### config.mk
export PLATFORM = sky130hd
export DESIGN_NAME = demux_gate_arbiter
export DESIGN_NICKNAME = d
export VERILOG_FILES = /design/src/rtl/demux_gate_pkg.sv /design/src/rtl/demux_universal_gate.sv /design/src/rtl/demux_gate_arbiter.sv
export SDC_FILE = /design/constraint.sdc
export NUM_CORES = 1
export LEC_CHECK = 0
export CAP_MARGIN = 30
export CORE_MARGIN = 3
export CORE_UTILIZATION = 30
export CTS_CLUSTER_SIZE = 10
export DETAILED_ROUTE_END_ITERATION = 8
export DONT_BUFFER_PORTS = 1
export GPL_TIMING_DRIVEN = 0
export PLACE_DENSITY = 0.5
export SYNTH_ARGS = -nofsm -noshare
export SYNTH_HDL_FRONTEND = slang
export SYNTH_HIERARCHICAL = 1
export SYNTH_SLANG_ARGS = --single-unit
### constraint.sdc
create_clock -name clk -period 4.96 [get_ports clk]
set_input_delay 0.248 -clock clk [delete_from_list [all_inputs] [get_ports clk]]
set_output_delay 0.248 -clock clk [all_outputs]
set_load 0.01 [all_outputs]
### src/rtl/demux_gate_pkg.sv
`default_nettype none
// ============================================================================
// Module   : demux_gate_pkg
// Brief    : Shared types, op encodings and helpers for the demux gate arbiter.
// Revision : 1.0
// ============================================================================
package demux_gate_pkg;

    localparam logic OP_NOR  = 1'b0;
    localparam logic OP_NAND = 1'b1;
    localparam int   MAX_REQ = 8;

    typedef enum logic [1:0] {
        IDLE    = 2'd0,
        SETTLE  = 2'd1,
        RESPOND = 2'd2
    } state_t;

    // 1:2 demux primitive: bit 0 carries d when s=0, bit 1 carries d when s=1.
    function automatic logic [1:0] demux_1to2(input logic d, input logic s);
        return {d & s, d & ~s};
    endfunction

    // First set bit at or above ptr, wrapping at num. Descending scan so the
    // smallest offset from ptr is the last (winning) assignment.
    function automatic logic [2:0] rr_pick(input logic [MAX_REQ-1:0] req,
                                           input logic [2:0]         ptr,
                                           input int                 num);
        logic [2:0] pick;
        int         idx;
        pick = 3'd0;
        for (int i = MAX_REQ - 1; i >= 0; i--) begin
            if (i < num) begin
                idx = (int'(ptr) + i) % num;
                if (req[idx[2:0]]) begin
                    pick = idx[2:0];
                end
            end
        end
        return pick;
    endfunction

endpackage
`default_nettype wire

### src/rtl/demux_universal_gate.sv
`default_nettype none
// ============================================================================
// Module   : demux_universal_gate
// Brief    : Combinational NOR/NAND gate built only from 1:2 demux primitives.
// Revision : 1.0
// ============================================================================
module demux_universal_gate
    import demux_gate_pkg::*;
(
    input  logic a,
    input  logic b,
    input  logic op,
    output logic y
);

    logic [1:0] w_inv_a;
    logic [1:0] w_and;
    logic [1:0] w_nand;
    logic [1:0] w_nor;
    logic [1:0] w_sel_nor;
    logic [1:0] w_sel_nand;
    logic       w_unused_legs;

    // A constant-1 data input turns a demux leg into an inverter of its select.
    assign w_inv_a    = demux_1to2(1'b1, a);
    assign w_and      = demux_1to2(a, b);
    assign w_nand     = demux_1to2(1'b1, w_and[1]);
    assign w_nor      = demux_1to2(w_inv_a[0], b);
    assign w_sel_nor  = demux_1to2(w_nor[0], op);
    assign w_sel_nand = demux_1to2(w_nand[0], op);

    assign y = w_sel_nor[0] | w_sel_nand[1];

    assign w_unused_legs = ^{w_inv_a[1], w_and[0], w_nand[1], w_nor[1],
                             w_sel_nor[1], w_sel_nand[0]};

endmodule
`default_nettype wire

### src/rtl/demux_gate_arbiter.sv
`default_nettype none
// ============================================================================
// Module   : demux_gate_arbiter
// Brief    : Round-robin arbiter sharing one demux universal gate between
//            NUM_REQ requesters. Optional DEMUX_GATE_XCHK_EN adds xchk_err.
// Revision : 1.0
// ============================================================================
module demux_gate_arbiter
    import demux_gate_pkg::*;
#(
    parameter int NUM_REQ       = 4,
    parameter int SETTLE_CYCLES = 1,
    parameter int ID_W          = $clog2(NUM_REQ)
)
(
    input  logic               clk,
    input  logic               rst_n,
    input  logic [NUM_REQ-1:0] req,
    input  logic [NUM_REQ-1:0] op,
    input  logic [NUM_REQ-1:0] a_in,
    input  logic [NUM_REQ-1:0] b_in,
    output logic [NUM_REQ-1:0] ack,
    output logic               result,
    output logic               busy,
    output logic [ID_W-1:0]    gnt_id
`ifdef DEMUX_GATE_XCHK_EN
    ,
    output logic               xchk_err
`endif
);

    localparam int               c_CNT_W    = (SETTLE_CYCLES > 1) ? $clog2(SETTLE_CYCLES) : 1;
    localparam logic [c_CNT_W-1:0] c_CNT_INIT = c_CNT_W'(SETTLE_CYCLES - 1);

    state_t               r_state;
    state_t               w_state_nxt;
    logic [ID_W-1:0]      r_ptr;
    logic [ID_W-1:0]      r_gnt;
    logic [c_CNT_W-1:0]   r_cnt;
    logic                 r_a;
    logic                 r_b;
    logic                 r_op;
    logic                 r_result;

    logic                 w_gate_y;
    logic [NUM_REQ-1:0]   w_req_eff;
    logic [ID_W-1:0]      w_gnt_inc;
    logic [ID_W-1:0]      w_ptr_arb;
    logic [2:0]           w_pick_full;
    logic [ID_W-1:0]      w_pick;
    logic                 w_arb_state;
    logic                 w_grant;
    logic                 w_capture;
    logic                 w_unused_pick;

    // In RESPOND the requester being acked is masked and the pointer has
    // already moved past it, so arbitration here sees the post-service view.
    assign w_gnt_inc   = (r_gnt == ID_W'(NUM_REQ - 1)) ? '0 : r_gnt + 1'b1;
    assign w_arb_state = (r_state == IDLE) || (r_state == RESPOND);
    assign w_req_eff   = (r_state == RESPOND) ? (req & ~ack) : req;
    assign w_ptr_arb   = (r_state == RESPOND) ? w_gnt_inc : r_ptr;
    assign w_pick_full = rr_pick(MAX_REQ'(w_req_eff), 3'(w_ptr_arb), NUM_REQ);
    assign w_pick      = w_pick_full[ID_W-1:0];
    assign w_grant     = w_arb_state && (|w_req_eff);
    assign w_capture   = (r_state == SETTLE) && (r_cnt == '0);

    assign w_unused_pick = ^w_pick_full;

    demux_universal_gate u_gate (
        .a  (r_a),
        .b  (r_b),
        .op (r_op),
        .y  (w_gate_y)
    );

    always_ff @(posedge clk or negedge rst_n) begin
        if (!rst_n) begin
            r_state <= IDLE;
        end else begin
            r_state <= w_state_nxt;
        end
    end

    always_comb begin
        w_state_nxt = r_state;
        ack         = '0;
        busy        = (r_state != IDLE);
        case (r_state)
            IDLE: begin
                if (w_grant) begin
                    w_state_nxt = SETTLE;
                end
            end
            SETTLE: begin
                if (w_capture) begin
                    w_state_nxt = RESPOND;
                end
            end
            RESPOND: begin
                ack[r_gnt]  = 1'b1;
                w_state_nxt = w_grant ? SETTLE : IDLE;
            end
            default: begin
                w_state_nxt = IDLE;
            end
        endcase
    end

    always_ff @(posedge clk or negedge rst_n) begin
        if (!rst_n) begin
            r_ptr    <= '0;
            r_gnt    <= '0;
            r_cnt    <= '0;
            r_a      <= 1'b0;
            r_b      <= 1'b0;
            r_op     <= OP_NOR;
            r_result <= 1'b0;
        end else begin
            if (w_grant) begin
                r_a   <= a_in[w_pick];
                r_b   <= b_in[w_pick];
                r_op  <= op[w_pick];
                r_gnt <= w_pick;
                r_cnt <= c_CNT_INIT;
            end else if ((r_state == SETTLE) && (r_cnt != '0)) begin
                r_cnt <= r_cnt - 1'b1;
            end
            if (w_capture) begin
                r_result <= w_gate_y;
            end
            if (r_state == RESPOND) begin
                r_ptr <= w_gnt_inc;
            end
        end
    end

    assign result = r_result;
    assign gnt_id = r_gnt;

`ifdef DEMUX_GATE_XCHK_EN
    logic r_xchk_err;
    logic w_ref_y;

    assign w_ref_y = (r_op == OP_NAND) ? ~(r_a & r_b) : ~(r_a | r_b);

    always_ff @(posedge clk or negedge rst_n) begin
        if (!rst_n) begin
            r_xchk_err <= 1'b0;
        end else if (w_capture && (w_gate_y != w_ref_y)) begin
            r_xchk_err <= 1'b1;
        end
    end

    assign xchk_err = r_xchk_err;
`endif

endmodule
`default_nettype wire
======== After elaboration in Yosys (flattened, before gate mapping) ========
Cells that the tools add are included.
storage, ports and cells
  word-level logic and storage cells ...... 83
  input bits .............................. 18
  flip-flop bits (word level) ............. 11
  output and inout port bits .............. 8
cells by class
  add/sub/neg operators ................... 5
  bitwise gates (word level) .............. 15
  reduce and logical (&&, ||, !) cells .... 13
  eq/ne operators ......................... 5
  magnitude comparators ................... 7
  multiplexer cells ....................... 30
operator list
  operator             number
  $mux 2               8
  $lt 3x4->1 const B   3
  $mux 1               11
  $bmux 1 s3           3
  $bmux 1 s2           4
  $mux 4               2
  $lt 2x3->1 const B   2
  $pmux 2 s3           1
  $reduce_or 2->1      3
  $not 1->1            5
  $add 2x1->2 const B  2
  $add 2x2->2 const B  2
  $and 1x1->1          4
  $and 4x4->4          1
  $eq 2x2->1 const B   2
  $logic_and 1x1->1    4
  $lt 2x4->1 const B   1
  $ne 2x2->1 const B   2
  $not 4->4            1
  $reduce_bool 2->1    2
  $reduce_or 4->1      1
  $and 1x1->1 const A  3
  $demux 1 s2          1
  $eq 2x1->1 const B   1
  other kinds (6)      6

======== Logic depth before layout (Yosys ltp) ========
Gate-level depths: netlist (run 1).
  depth in word-level cells ............... 16
  depth in mapped cells ................... 8
  gate-level depth less buffers ........... 8

======== Hierarchy ========
Netlist (run 1), hierarchy kept.
by module, submodules not included
  module                area each (sq um)  cells an instance  instances  seq. area each (sq um)
  demux_gate_arbiter    738.2              68                 1          275.3
  demux_universal_gate  18.8               3                  1          0.0

======== Worst setup path before layout (run 1) ========
Ideal clock, no wire load.
  kind .................................... reg-to-reg
  start point ............................. register r_gnt[0], in the netlist gnt_id[0]
  end point ............................... register r_a
  slack ................................... 2.896 ns
  arrival time ............................ 1.926 ns
  cell stages (with the launch flop) ...... 8
  clock period less this slack ............ 2.064 ns
  path through ............................ dfrtp_1 inv_1 ha_1 mux2i_4 o211ai_2 a32oi_4 mux2i_1 o221ai_1
between the ends
  longest elaborated chain between the ends .. 16
  elaborated cells between the ends (all ways) .. 38
RTL lines
  element                                                         RTL line                   source
  start, declared                                                 demux_gate_arbiter.sv:38   logic [ID_W-1:0] r_gnt;
  start signal, assigned                                          demux_gate_arbiter.sv:123  r_gnt <= w_pick;
  $lt 2x3->1 (implied by the code) or $ge 2x1->1 (tied branches)  demux_gate_arbiter.sv:100  ack[r_gnt] = 1'b1;
  $logic_and 1x1->1 (implied by the code)                         demux_gate_arbiter.sv:100
  $mux 1 (implied by the code)                                    demux_gate_arbiter.sv:100
  $demux 1 s2                                                     demux_gate_arbiter.sv:100
  $mux 4                                                          demux_gate_arbiter.sv:88   case (r_state)
  $not 4->4                                                       demux_gate_arbiter.sv:60   assign w_req_eff = (r_state == RESPOND) ? (req & ~ack) : req;
  $and 4x4->4                                                     demux_gate_arbiter.sv:60
  $mux 4                                                          demux_gate_arbiter.sv:60
  $bmux 1 s3                                                      demux_gate_pkg.sv:35       if (req[idx[2:0]]) begin
  $mux 1 (implied by the code)                                    demux_gate_pkg.sv:35
  $mux 2 (4 in a row)                                             demux_gate_pkg.sv:35
  $bmux 1 s2                                                      demux_gate_arbiter.sv:120  r_a <= a_in[w_pick];
  $mux 1 (implied by the code)                                    demux_gate_arbiter.sv:120
  end signal, assigned                                            demux_gate_arbiter.sv:120
  end, declared                                                   demux_gate_arbiter.sv:40   logic r_a;
Several ways; a longest one is shown, not always the timed one. The select of a mux whose other input is x is not followed.
A chain may end at the register's enable or synchronous reset.

======== Worst setup path in the final report (run 1) ========
Ends and elaborated chain as after synthesis.

==> impl_results.md, run 1 <==
- Largest family of logic cells by synthesized area: simple AND/OR/NAND/NOR gates
- Worst skew pair latency: 260 ps
- Maxcap violations: 0
- Max-slew violations: 0
- DRT iter0 DRCs: 17
- CP arrival: 2430 ps
- Total wire length: 1480 um
- Worst Setup Start Kind: register
- Simple-gate area share of the yosys netlist: 18.5%
- Vias in the first global route: 555
- Setup Skew: 0.425 ps
- Worst slew pin tran: 500 ps
- Slew HR: 66.6%
- Gate Count Post-Synth: 71
- Largest net degree at the start of global routing: 12
- Row cnt: 17
- Post-synthesis sequential area ratio: 36.4%
- Die Ht: 56.2 um
- Die ar.: 3160 um2
- Beginning of the critical path: gnt_id[0]
- Core area: 2300 um2
- Vias/cell: 5.20
- Final setup TNS: 0 ps
- Post CTS Setup Buffer Count: 0
- Final min period: 2300 ps
- Layout cells sized above 1: 17.1%
- Worst endpoint required time: 5090 ps
- Synth unique cells: 27
- F_max: 434 MHz
- Clk sinks: 11
- Final setup viols: 0
- 1st-pass router iterations: 4
- Total grt overflow: 0
- Mapped cell area: 757 um2
- Drt wl/cell: 14.2 um
- Post-DRT Antenna Nets: 0
- RSZ-0062 raised after global routing: no
- VDD IR-drop max: 0.235 mV
- CP Capture Type: register
- Initial Utilization: 33.0%
- Compound-cell area share of the yosys netlist: 16.9%
- Worst-path fanout max: 7
- Crit-path cells: inv_1 > ha_1 > mux2i_4 > o211ai_2 > a32oi_4 > mux2i_1 > o221ai_1
- Die width: 56.2 um
- Critical path type: register to register
- Placer congestion estimate: 0.716
- Antenna violations before repair: 0
- GR met3 Demand/Resource: 2.09%
- Hold Path Class: input port to register
- Global route hottest layer: met2
- Post-synth top area share: 36.4%
- IO Pins: 26
- # DRC: 0
- Avg Inst Size Synth: 10.7 um2
- CTS clk-pin slew, worst paths: 70 ps
- Leakage: 0.386 nW
- CTS tree: done
- First-pass GRT wire length: 2460 um
- Routed vias: 541
- Worst path slowest cell: dfrtp_1
- Largest area contributor in the netlist: dfrtp_1
- # H-tree levels: 1
- Core Util, Final: 36.1%
- Dpl hpwl: 1200 um
- Post-Synth Adder-Cell Area: 8.10%
- PortBufs: 0
- Ratio of final minimum period to clock period: 46.4%
- CP max stage delay: 470 ps
- Final Hold Fails: 0
- Gr usage total: 10.1%
- Layout area overhead: 9.42%
- Grt met2 use: 17.2%
- Seq cells post-synth: 11
- Reg-to-reg startpoint: gnt_id[0]
- Mux cell area share after synthesis: 15.2%
- Synth area leaders: dfrtp_1 (36%), mux2i_1 (9.3%), ha_1 (6.6%)
- Syn Nets: 93
- Maximum buffer depth of the clock tree: 2
- Synth Area in XOR/XNOR: 0%
- Root buffer cell: clkbuf_4
- Diode count: 0
- Min-delay src: op[0]
- Status: finished, final reports clean
- CTS resizes: 0
- Synth warnings: 6
- CTS Buf Count: 3
- P per Cell Area: 617 nW/um2
- GR Util met1: 11.9%
- Nets: 99
-- critical path: cells and delay by family (launching register included) --
family,cells,cell delay [ps]
AOI/OAI and AO/OA,3,720
adders and majority gates,1,340
buffers and inverters,1,120
DFF,1,470
muxes,2,510
-- cells in the final DEF (no fill, tap or decap), drive strengths merged, types with 2 or more instances in the layout --
cell type	n
mux2	2
dfrtp	11
o221ai	3
and2	2
nand3b	2
nand2	6
mux2i	8
nand2b	4
inv	10
ha	4
clkbuf	4
o21ai	4
nor2	3
nor2b	2
-- power by group --
group	leakage [nW]	total [mW]	internal, mW	switching [mW]
Clock	0.0150	0.0597	0.0311	0.0286
Combinational	0.237	0.276	0.131	0.145
Sequential	0.134	0.175	0.131	0.0441
Total	0.386	0.511	0.293	0.217
-- cells in the mapped netlist --
| cell type | n |
|---|---|
| maj3_2 | 1 |
| a41oi_2 | 1 |
| nand2b_1 | 3 |
| a21o_1 | 1 |
| mux2i_4 | 1 |
| and3b_1 | 1 |
| mux2_2 | 1 |
| nand2b_4 | 1 |
| mux2i_1 | 7 |
| a32o_1 | 1 |
| o21bai_1 | 1 |
| nor2b_1 | 1 |
| nor2b_4 | 1 |
| or2_2 | 1 |
| o221ai_1 | 3 |
| mux2_1 | 1 |
| or3b_4 | 1 |
| ha_1 | 4 |
| a32oi_4 | 1 |
| nand2_1 | 6 |
| inv_1 | 10 |
| o211ai_2 | 1 |
| o21ai_0 | 4 |
| nor2_1 | 3 |
| dfrtp_1 | 11 |
| and2_1 | 2 |
| nand3b_1 | 2 |
-- through the flow --
step	std cells	area (um2)	hold WS, ps	worst slack [ps]	power, mW
finish	104	828	214	2660	0.511
global route	104	828	220	2510	0.558
CTS	104	828	210	2620	0.522
detailed placement	99	792	-47.2	2640	0.457
global placement	99	792	-47.3	2690	0.449
floorplan	71	757	-47.6	2900	0.402
-- cells by family (layout without fill, tap and decap cells) --
kind of cell             after synthesis  in the layout
AND/OR/NAND/NOR                       22             22
flip-flops                            11             11
multiplexers                          10             10
buffers and inverters                 10             15
adder cells (fa/ha/maj)                5              5
AO/OA/AOI/OAI                         13             13
-- cell type report --
| type | instances | area [um2] |
|---|---|---|
| fillers | 246 | 1470 |
| well taps | 28 | 35.0 |
| multi-input cells | 50 | 444 |
| clock buffers | 4 | 26.3 |
| inverters | 10 | 37.5 |
| flip-flops and latches | 11 | 275 |
| repair buffers | 1 | 10.0 |
-- metal layers --
layer / vias up / routed length (um)
met1: 253 / 665
met2: 27 / 675
met5: - / 0
met4: 0 / 17
met3: 2 / 120
li1: 259 / -
-- final timing paths --
kind	end	slack (ps)	depth (start not counted)
worst max register to register	r_a	2660	7
worst min register to register	r_state[0]	500	1
max in group asynchronous	gnt_id[0]	4240	1
worst min-delay path	r_op	210	2
min in group asynchronous	r_b	390	1
worst max-delay path	r_a	2660	7
-- state kept, by name, indices dropped and copies added, names as in the netlist --
register / count
gnt_id: 2
r_a: 1
r_b: 1
r_cnt: 1
r_op: 1
r_ptr: 2
r_state: 2
result: 1
-- what timing repair did --
action                                  in CTS  in global routing
hold buffers                                 1                  0
endpoints found under the setup margin       0                  0
endpoints found under the hold margin       11                  0
No activity file was read; power rests on OpenSTA's default activity.
==> inputs of run 2 (changes only) <==
Settings changed: ABC_AREA set to 1, PLACE_DENSITY 0.5 to 0.51.
Clock period 4.96 ns to 1.9 ns, I/O delays scaled along.
==> impl_results.md, run 2 <==
- Worst path slowest cell: dfrtp_2
- Max-slew violations: 0
- Diode count: 0
- Post-synth EDFFs: 0
- Worst Setup Start Kind: register
- Gate Count Post-Synth: 149
- Count leader, synth: nand2_1
- Post-synthesis sequential area ratio: 30.1%
- CTS tree: done
- Commonest cells after routing, fill and taps aside: nand2_1 (46), inv_1 (22), nand2_2 (15)
- Vias in the first global route: 856
- Compound-cell area share of the yosys netlist: 5.05%
- Final min period: 1980 ps
- Hold Path Class: input port to register
- Synth Area in XOR/XNOR: 0%
- Setup slack at placement: -276 ps
- Die ar.: 3750 um2
- Initial Utilization: 32.4%
- Critical path type: register to register
- Hold Path Sink: r_a
- R2R depth: 14
- FILL cells: 302
- Die Ht: 61.3 um
- First-pass GRT wire length: 3620 um
- Placer congestion estimate: 0.749
- Most common cell after layout, fill and taps aside: nand2_1
- Post-synth top area share: 30.1%
- Failing checks: negative setup slack
- RSZ-0062 raised after global routing: yes
- Mapped cell area: 916 um2
- Clk sinks: 11
- R2r setup slk: -80 ps
- Worst-path fanout max: 8
- IO Pins: 26
- Worst endpoint required time: 2040 ps
- Row cnt: 19
- Drt wl/cell: 11.5 um
- Routed vias: 931
- Simple-gate area share of the yosys netlist: 45.9%
- CTS clk-pin slew, worst paths: 70 ps
- Core area: 2830 um2
- Avg Inst Size Synth: 6.15 um2
- Synth area leaders: dfrtp_1 (30%), nand2_1 (26%), inv_1 (11%)
- Core Util, Final: 44.0%
- Largest area contributor in the netlist: dfrtp_1
- PortBufs: 0
- Layout cells sized above 1: 37.4%
- Slew HR: 67.2%
- DRT iter0 DRCs: 36
- Dpl hpwl: 1600 um
- CP arrival: 2120 ps
- F_max: 505 MHz
- Total wire length: 2240 um
- Post-DRT Antenna Nets: 0
- CTS Buf Count: 3
- Ys flop type: dfrtp_1
- Status: complete, but fails checks
- Gr usage total: 13.0%
- Final Hold Fails: 0
- Reg-to-reg startpoint: gnt_id[0]
- Root buffer cell: clkbuf_4
- Crit-path cells: ha_4 > nor2_1 > nand2_1 > nand2_4 > nand2_2 > nand3_2 > nand2_2 > nand3_4 > nand2_2 > nand2_4 > nand2_4 > buf_4 > nand2_1 > o21ai_0
- Nets: 186
- Ratio of final minimum period to clock period: 104%
- # DRC: 0
- Die width: 61.3 um
- Maxcap violations: 0
- Post-synth top cells: nand2_1 (63), inv_1 (28), nand3_1 (17)
- Antenna violations before repair: 0
- CP max stage delay: 490 ps
- Syn Nets: 171
- Hold Crit Depth: 4
- Worst slew pin tran: 490 ps
- Worst skew pair latency: 260 ps
- 1st-pass router iterations: 3
- Final setup viols: 5
- Setup ws final: -82.2 ps
- Vias/cell: 4.80
- Total grt overflow: 0
- Mux cell area share after synthesis: 1.23%
- Synth warnings: 6
- Synth unique cells: 17
- Post-Synth Adder-Cell Area: 5.46%
- Ys async rst share: 100%
- Layout area overhead: 35.8%
- Largest family of logic cells by synthesized area: simple AND/OR/NAND/NOR gates
- Min-delay src: a_in[3]
- Maximum buffer depth of the clock tree: 2
- Seq cells post-synth: 11
- # H-tree levels: 1
- Largest net degree at the start of global routing: 12
- Reg2reg end: gnt_id[0]
- CP Capture Type: register
- Setup Skew: 0.401 ps
==> run 2: layer usage <==
metal	wire (um)	GRT usage (%)
met1	1020	15.6
met2	1110	22.5
met3	79	1.68
met4	22	6.50
met5	0	0
==> run 2: what timing repair did <==
| action | CTS | global route |
|---|---|---|
| cloned | 0 | 0 |
| endpoints found under the hold margin | 12 | 0 |
| hold buffers | 2 | 0 |
| gates resized for setup | 26 | 25 |
| setup endpoints to repair | 7 | 7 |
| pin swaps | 25 | 16 |
| buffers inserted | 6 | 2 |
==> run 2: worst max path at each step <==
stage / from / to / slack [ps] / cells past startpoint
after detailed placement: gnt_id[0] / r_op / -280 / 16
after CTS: gnt_id[0] / r_op / -140 / 17
after global routing: gnt_id[1] / r_op / -220 / 15
final: gnt_id[0] / gnt_id[0] / -80 / 14
after global placement: gnt_id[0] / r_op / -240 / 16
after floorplan: gnt_id[0] / r_b / 10 / 16
==> run 2: cells by family after synthesis <==
| kind of cell | count (synthesis) |
|---|---|
| compound gates | 8 |
| simple gates | 95 |
| fa+ha+maj | 4 |
| mux | 1 |
| buf+inv | 30 |
| flops | 11 |
==> run 2: final cells by class <==
class,instances,area [um2],area share (%)
Multi-Input combinational cell,108,702,56.4
Tap cell,31,38.8,3.12
Clock inverter,1,5.00,0.402
Inverter,30,118,9.46
Timing Repair Buffer,10,80.1,6.44
Sequential cell,11,278,22.3
Clock buffer,3,22.5,1.81
==> run 2: through the flow <==
stage / instance area [um2] / TNS [ps] / std cells / hold WS, ps
2_1_floorplan: 920 / 0 / 149 / -201
3_3_place_gp: 958 / -1220 / 180 / -200
3_5_place_dp: 958 / -1390 / 180 / -200
4_1_cts: 1150 / -577 / 192 / 55.6
5_1_grt: 1240 / -1230 / 194 / 89.3
6_report: 1240 / -291 / 194 / 61.8
==> run 2: critical path, delay by kind of cell (launching register included) <==
kind / cells / cell delay (ps)
flops: 1 / 490
compound gates: 1 / 80
buf+inv: 1 / 140
simple gates: 11 / 940
fa+ha+maj: 1 / 200
Power of run 2 is not shown: default switching activity piles up to over one toggle a cycle in this logic, so the estimate is an artifact.
